File: config.mk
export PLATFORM = sky130hd
export DESIGN_NAME = tlb_op_ctrl
export DESIGN_NICKNAME = d
export VERILOG_FILES = /design/src/rtl/tlb_op_ctrl.sv
export SDC_FILE = /design/constraint.sdc
export NUM_CORES = 1
export LEC_CHECK = 0
export BUFFER_PORTS_ARGS = -buffer_cell sky130_fd_sc_hd__buf_2
export CAP_MARGIN = 20
export CORE_MARGIN = 2
export CORE_UTILIZATION = 45
export CTS_BUF_LIST = sky130_fd_sc_hd__clkbuf_8
export CTS_CLUSTER_SIZE = 8
export DETAILED_ROUTE_END_ITERATION = 7
export PLACE_DENSITY = 0.87
export SETUP_SLACK_MARGIN = 0.02
export SYNTH_ARGS = -nofsm -noshare
export SYNTH_HDL_FRONTEND = slang
export SYNTH_SLANG_ARGS = --single-unit
File: constraint.sdc
create_clock -name clk -period 4.6 [get_ports clk]
set_clock_uncertainty 0.15 [all_clocks]
set_input_delay 0.92 -clock clk [delete_from_list [all_inputs] [get_ports clk]]
set_output_delay 0.92 -clock clk [all_outputs]
set_load 0.02 [all_outputs]
File: src/rtl/tlb_op_ctrl.sv
// Sequences TLBP/TLBR/TLBWI/TLBWR from WB: drives the TLB search/read/write ports,
// returns TLBP/TLBR results to CP0 and requests a refetch after translation changes.
module tlb_op_ctrl #(
  parameter int TLBNUM = 16,
  parameter int IDX_W  = 4
) (
  input  logic              clk,
  input  logic              resetn,
  input  logic              req_valid,
  input  logic [1:0]        req_op,
  input  logic [31:0]       req_pc,
  output logic              req_ready,
  input  logic              wb_ex,
  input  logic              mtc0_hazard,
  input  logic [31:0]       c0_entryhi,
  input  logic [31:0]       c0_index,
  output logic [18:0]       s_vpn2,
  output logic [7:0]        s_asid,
  input  logic              s_found,
  input  logic [IDX_W-1:0]  s_index,
  output logic [IDX_W-1:0]  r_index,
  output logic              tlbr_we,
  output logic              tlbp_we,
  output logic              tlbp_found,
  output logic [IDX_W-1:0]  tlbp_index,
  output logic              we,
  output logic [IDX_W-1:0]  w_index,
  output logic              refetch_req,
  output logic [31:0]       refetch_pc,
  output logic              busy
);

  localparam logic [1:0] OP_TLBP  = 2'b00;
  localparam logic [1:0] OP_TLBR  = 2'b01;
  localparam logic [1:0] OP_TLBWI = 2'b10;
  localparam logic [1:0] OP_TLBWR = 2'b11;
  localparam logic [IDX_W-1:0] RAND_TOP = IDX_W'(TLBNUM - 1);

  typedef enum logic [1:0] {IDLE, WAIT, EXEC, DONE} state_t;

  state_t             state_p0, state_nxt;
  logic [1:0]         op_p0;
  logic [31:0]        pc_p0;
  logic               found_p1;
  logic [IDX_W-1:0]   hit_idx_p1;
  logic [IDX_W-1:0]   rand_cnt;

  // Bits of the CP0 registers this block never looks at (EntryHi[12:8], Index.P and above).
  logic unused_c0_bits;
  assign unused_c0_bits = ^{c0_entryhi[12:8], c0_index[31:IDX_W]};

  function automatic logic [IDX_W-1:0] rand_next(input logic [IDX_W-1:0] cur);
    return (cur == '0) ? RAND_TOP : cur - IDX_W'(1);
  endfunction

  function automatic logic [31:0] pc_after(input logic [31:0] pc);
    return pc + 32'd4;
  endfunction

  always_ff @(posedge clk) begin
    if (!resetn) begin
      state_p0   <= IDLE;
      op_p0      <= '0;
      pc_p0      <= '0;
      found_p1   <= 1'b0;
      hit_idx_p1 <= '0;
      rand_cnt   <= RAND_TOP;
    end else begin
      state_p0 <= state_nxt;
      rand_cnt <= rand_next(rand_cnt);
      if (state_p0 == IDLE && req_valid && !wb_ex) begin
        op_p0 <= req_op;
        pc_p0 <= req_pc;
      end
      // search result is captured at the end of EXEC and reported in DONE
      if (state_p0 == EXEC && op_p0 == OP_TLBP) begin
        found_p1   <= s_found;
        hit_idx_p1 <= s_index;
      end
    end
  end

  always_comb begin
    state_nxt   = state_p0;
    req_ready   = 1'b0;
    s_vpn2      = '0;
    s_asid      = '0;
    r_index     = '0;
    tlbr_we     = 1'b0;
    tlbp_we     = 1'b0;
    tlbp_found  = 1'b0;
    tlbp_index  = '0;
    we          = 1'b0;
    w_index     = '0;
    refetch_req = 1'b0;
    refetch_pc  = '0;
    busy        = (state_p0 != IDLE) || req_valid;
    unique case (state_p0)
      IDLE: begin
        if (req_valid && !wb_ex) state_nxt = mtc0_hazard ? WAIT : EXEC;
      end
      WAIT: begin
        if (wb_ex)             state_nxt = IDLE;
        else if (!mtc0_hazard) state_nxt = EXEC;
      end
      EXEC: begin
        state_nxt = DONE;
        unique case (op_p0)
          OP_TLBP: begin
            s_vpn2 = c0_entryhi[31:13];
            s_asid = c0_entryhi[7:0];
          end
          OP_TLBR: begin
            r_index = c0_index[IDX_W-1:0];
            tlbr_we = 1'b1;
          end
          OP_TLBWI: begin
            we      = 1'b1;
            w_index = c0_index[IDX_W-1:0];
          end
          OP_TLBWR: begin
            we      = 1'b1;
            w_index = rand_cnt;
          end
          default: ;
        endcase
      end
      DONE: begin
        state_nxt = IDLE;
        req_ready = 1'b1;
        if (op_p0 == OP_TLBP) begin
          tlbp_we    = 1'b1;
          tlbp_found = found_p1;
          tlbp_index = found_p1 ? hit_idx_p1 : '0;
        end else begin
          refetch_req = 1'b1;
          refetch_pc  = pc_after(pc_p0);
        end
      end
      default: state_nxt = IDLE;
    endcase
  end

endmodule

== Yosys cells after proc, flatten, opt, wreduce, memory -nomap -nowiden ==
Cells that the tools add are included.

* Multiplexer cells: 29
* Reductions and logical operators: 13
* Bitwise operators: 1
* Add/subtract/negate cells: 2
* Equality and inequality tests: 8

{| class="wikitable"
|+ Operators by type and width
! cell !! number
|-
| $mux W32 || 2
|-
| $mux W19 || 2
|-
| $add A32 B3 Y32 const B || 1
|-
| $mux W4 || 6
|-
| $mux W8 || 2
|-
| $mux W1 || 11
|-
| $eq A2 B2 Y1 const B || 4
|-
| $mux W2 || 4
|-
| $pmux W2 S4 || 1
|-
| $pmux W4 S2 || 1
|-
| $eq A2 B1 Y1 const B || 2
|-
| $logic_and A1 B1 Y1 || 4
|-
| $logic_not A2 Y1 || 2
|-
| $logic_not A4 Y1 || 1
|-
| $reduce_or A2 Y1 || 2
|-
| $sub A4 B1 Y4 const B || 1
|-
| $ne A3 B3 Y1 const B || 1
|-
| $ne A2 B1 Y1 const B || 1
|-
| $reduce_and A2 Y1 || 1
|-
| $reduce_bool A2 Y1 || 1
|-
| $logic_not A1 Y1 || 1
|-
| $logic_or A1 B1 Y1 || 1
|-
| $not A1 Y1 || 1
|}

* Bits in registers: 45
* Input port bits: 108
* Word-level logic and storage cells: 59

== Longest topological paths before layout ==
* Word-level depth: 4
* Depth in mapped cells: 6
* Depth with buffers taken out: 5

== Worst setup path after synthesis ==
Ideal clock, no wire load.

* Path type: register -> output
* Start point: register pc_p0[10]
* End point: output port refetch_pc[29]
* Arrival time: 2.068 ns
* Cell stages (with the launch flop): 6
* Buffers on the path: 1
* Path slack: 1.462 ns
* Required time: 3.530 ns
* Path through: dfxtp_1 > nand4_1 > or4_4 > buf_6 > or4_1 > a21oi_1

* Word-level cells in the longest chain between the ends: 3

{| class="wikitable"
|+ RTL lines
! item !! line !! source
|-
| start: declaration || 43 || <nowiki>logic [31:0] pc_p0;</nowiki>
|-
| start signal: assignment || 73 || <nowiki>pc_p0 <= req_pc;</nowiki>
|-
| $add A32 B3 Y32 || 57 || <nowiki>return pc + 32'd4;</nowiki>
|-
| $mux W32 || 131 || <nowiki>if (op_p0 == OP_TLBP) begin</nowiki>
|-
| $mux W32 || 98 || <nowiki>unique case (state_p0)</nowiki>
|-
| end: declaration || 29 || <nowiki>output logic [31:0] refetch_pc,</nowiki>
|}

Every way passes these cells.

== Worst setup path in the final report ==
* Start point: register pc_p0[2]
* End point: output port refetch_pc[18]

The elaborated chain is that of the path after synthesis.

==> results.md <==
- Kind of end point of the critical path: primary output
- Pwr/cell area: 219 nW/µm²
- Number of diodes: 0
- Grt total ovfl: 0
- Worst vdd ir: 0.152 mV
- Crit path max fanout: 17
- I/O pin count: 186
- Hold Path Class: register to register
- Max cap viols: 0
- Cell count after synthesis: 377
- Tmin final: 3660 ps
- # rows: 28
- PortBufs: 152
- Remaining antenna violation count: 0
- Post-CTS Hold Buffers: 0
- Clock Tree Buf Depth: 2
- Final hold slack: 312 ps
- Leak: 0.00166 µW
- Final setup vio count: 0
- Most common library cells after synthesis: 77 x nand2_1, 45 x dfxtp_1, 36 x and2_1
- CP arrival: 2590 ps
- Crit Path Class: register to primary output
- Synth top area share: 0.323
- Final period utilization: 0.796
- DR WL/cell: 13.0 µm
- Outcome: finished clean
- Total iterations of the first detailed-routing run: 4
- Setup tns final: 0 ps
- Share of cells above drive strength 1: 0.326
- Unrepaired setup endpoints after global routing: no
- Async SR Flop Fraction: 0
- DIE AREA: 6840 µm²
- Routed via count: 3,096
- Clock slew at reported path FFs: 70 ps
- H-tree depth: 2
- CP peak stage delay: 620 ps
- Skew-Pair Late Insertion Delay: 290 ps
- Startpoint Class: register
- Synth top area cells: dfxtp_1 32%, nand2_1 10%, a21boi_0 9.2%, and2_1 8.1%, or4_1 4.0%
- Global-route wire length before repair: 11,300 µm
- Max Clock Freq: 273 MHz
- Final hold violations: 0
- Worst slew margin: 0.509
- DRT Wirelength: 7690 µm
- GRT Resource Usage Total: 0.209
- Fin util: 0.616
- Top-count cell post-synth: nand2_1
- Distinct cells, synth: 34
- Post-synthesis sequential area ratio: 0.323
- Synthesis Warnings: 0
- Setup Fix Bufs, Post-CTS: 0
- TritonCTS Sinks: 45
- Worst-path cell chain: ha_1, and4_1, nand2_1, or4_1, a21oi_1, buf_2
- EDFF count, synth: 0
- Syn Nets: 487
- Root Buffer: clkbuf_8
- DRC violations left: 0
- Mapped Area: 2790 µm²
- Worst Path Required: 3530 ps
- Final net count: 626
- Actual slew at the worst max-slew pin: 737 ps
- Via density: 5.24
- FF/Latch Area: 901 µm²
- Area of the multi-input gates: 1760 µm²
- Fin. max-slew vios: 0
- Vias in the first global route: 2,641
- Die Wd: 82.7 µm
- Area Growth Syn to Fin: 31.5%
- Routability cong.: 0.822
- Fillers: 558
- Initial DRC count: 128
- CTS tree: yes
- Largest net degree at the start of global routing: 45
- Synth area leader: dfxtp_1
- Primary FF master, synth: dfxtp_1
- HPWL Detailed: 5710 µm
- Die height: 82.7 µm
- Synthesis-stage register bit count: 45
- Syn avg cell area: 7.39 µm²
- CTS resizes: 0
- TritonCTS Buffers: 5
- Starting Density: 0.468
- Core box area: 5960 µm²
- CP max stage cell: or4_1
- Initial antenna violation count: 0
## worst paths after layout
path | start | to | slack, ps | depth (start not counted)
worst max-delay path | pc_p0[2] | refetch_pc[18] | 940 | 6
worst min-delay path | rand_cnt[0] | rand_cnt[0] | 310 | 1
worst max register to register | state_p0[1] | pc_p0[21] | 2590 | 3
worst min register to register | rand_cnt[0] | rand_cnt[0] | 310 | 1
## sequential cells by signal, summed over array words and instances, names as in the netlist
register,cells
found_p1,1
hit_idx_p1,4
op_p0,2
pc_p0,32
rand_cnt,4
state_p0,2
## power breakdown
group | total, µW | internal, µW | switching (µW)
combinational | 128 | 61.4 | 67.1
clock | 240 | 117 | 123
sequential | 433 | 409 | 24.4
total | 802 | 587 | 214
## worst max-delay path: cells and delay by family, from the launching register on
family                     cells  cell delay, ps
buffers and inverters          1             200
and+or+nand+nor                3            1230
AOI/OAI and AO/OA              1             220
adders and majority gates      1             250
DFF                            1             400
## per-layer routing
layer,track usage,wire length [µm],vias to the layer above
met4,0.0590,72,0
li1,-,-,1563
met3,0.0511,620,9
met5,0,0,-
met1,0.245,3120,1407
met2,0.376,3880,117
## kinds of logic after synthesis
kind of cell | count (synthesis) | share of synthesized area
XOR/XNOR | 12 | 0.0377
AO/OA/AOI/OAI | 73 | 0.173
buffers and inverters | 35 | 0.0503
multiplexers | 9 | 0.0323
adder cells (fa/ha/maj) | 2 | 0.00898
AND/OR/NAND/NOR | 201 | 0.374
flip-flops | 45 | 0.323
## per-stage QoR
step / cell area, µm² / setup WS (ps) / instances / power, µW
6_report: 3670 / 938 / 591 / 802
5_1_grt: 3670 / 814 / 591 / 844
4_1_cts: 3670 / 964 / 591 / 808
3_5_place_dp: 3580 / 1340 / 584 / 571
2_1_floorplan: 2790 / 1460 / 377 / 512
3_3_place_gp: 3580 / 1420 / 584 / 566
## cells in the final DEF, fill, tap and decap left out
| cell | instances |
|---|---|
| a21boi_0 | 34 |
| a21oi_1 | 19 |
| and2_1 | 36 |
| and3_1 | 6 |
| and4_1 | 4 |
| buf_2 | 152 |
| buf_4 | 3 |
| clkbuf_8 | 6 |
| dfxtp_1 | 45 |
| ha_1 | 2 |
| inv_1 | 13 |
| mux2i_1 | 9 |
| nand2_1 | 77 |
| nand2b_1 | 2 |
| nand3_1 | 12 |
| nand3b_1 | 1 |
| nand4_1 | 7 |
| nor2_1 | 22 |
| nor2b_1 | 5 |
| nor3_1 | 1 |
| nor3_2 | 1 |
| nor3b_1 | 2 |
| nor4b_1 | 1 |
| nor4b_2 | 1 |
| o21ai_0 | 6 |
| o21ai_2 | 1 |
| o21bai_1 | 1 |
| o31ai_1 | 12 |
| or2_2 | 2 |
| or3_1 | 4 |
| or4_1 | 15 |
| or4_4 | 1 |
| or4b_2 | 1 |
| xnor2_1 | 5 |
| xor2_1 | 7 |
## cell type report
type / count / share of cell area
timing repair buffer: 155 / 0.214
clock inverter: 1 / 0.00102
inverter: 12 / 0.0123
sequential: 45 / 0.246
tap: 75 / 0.0256
multi-input combinational: 297 / 0.479
clock buffer: 6 / 0.0225
Note: power is estimated with default switching activity, not from simulation.
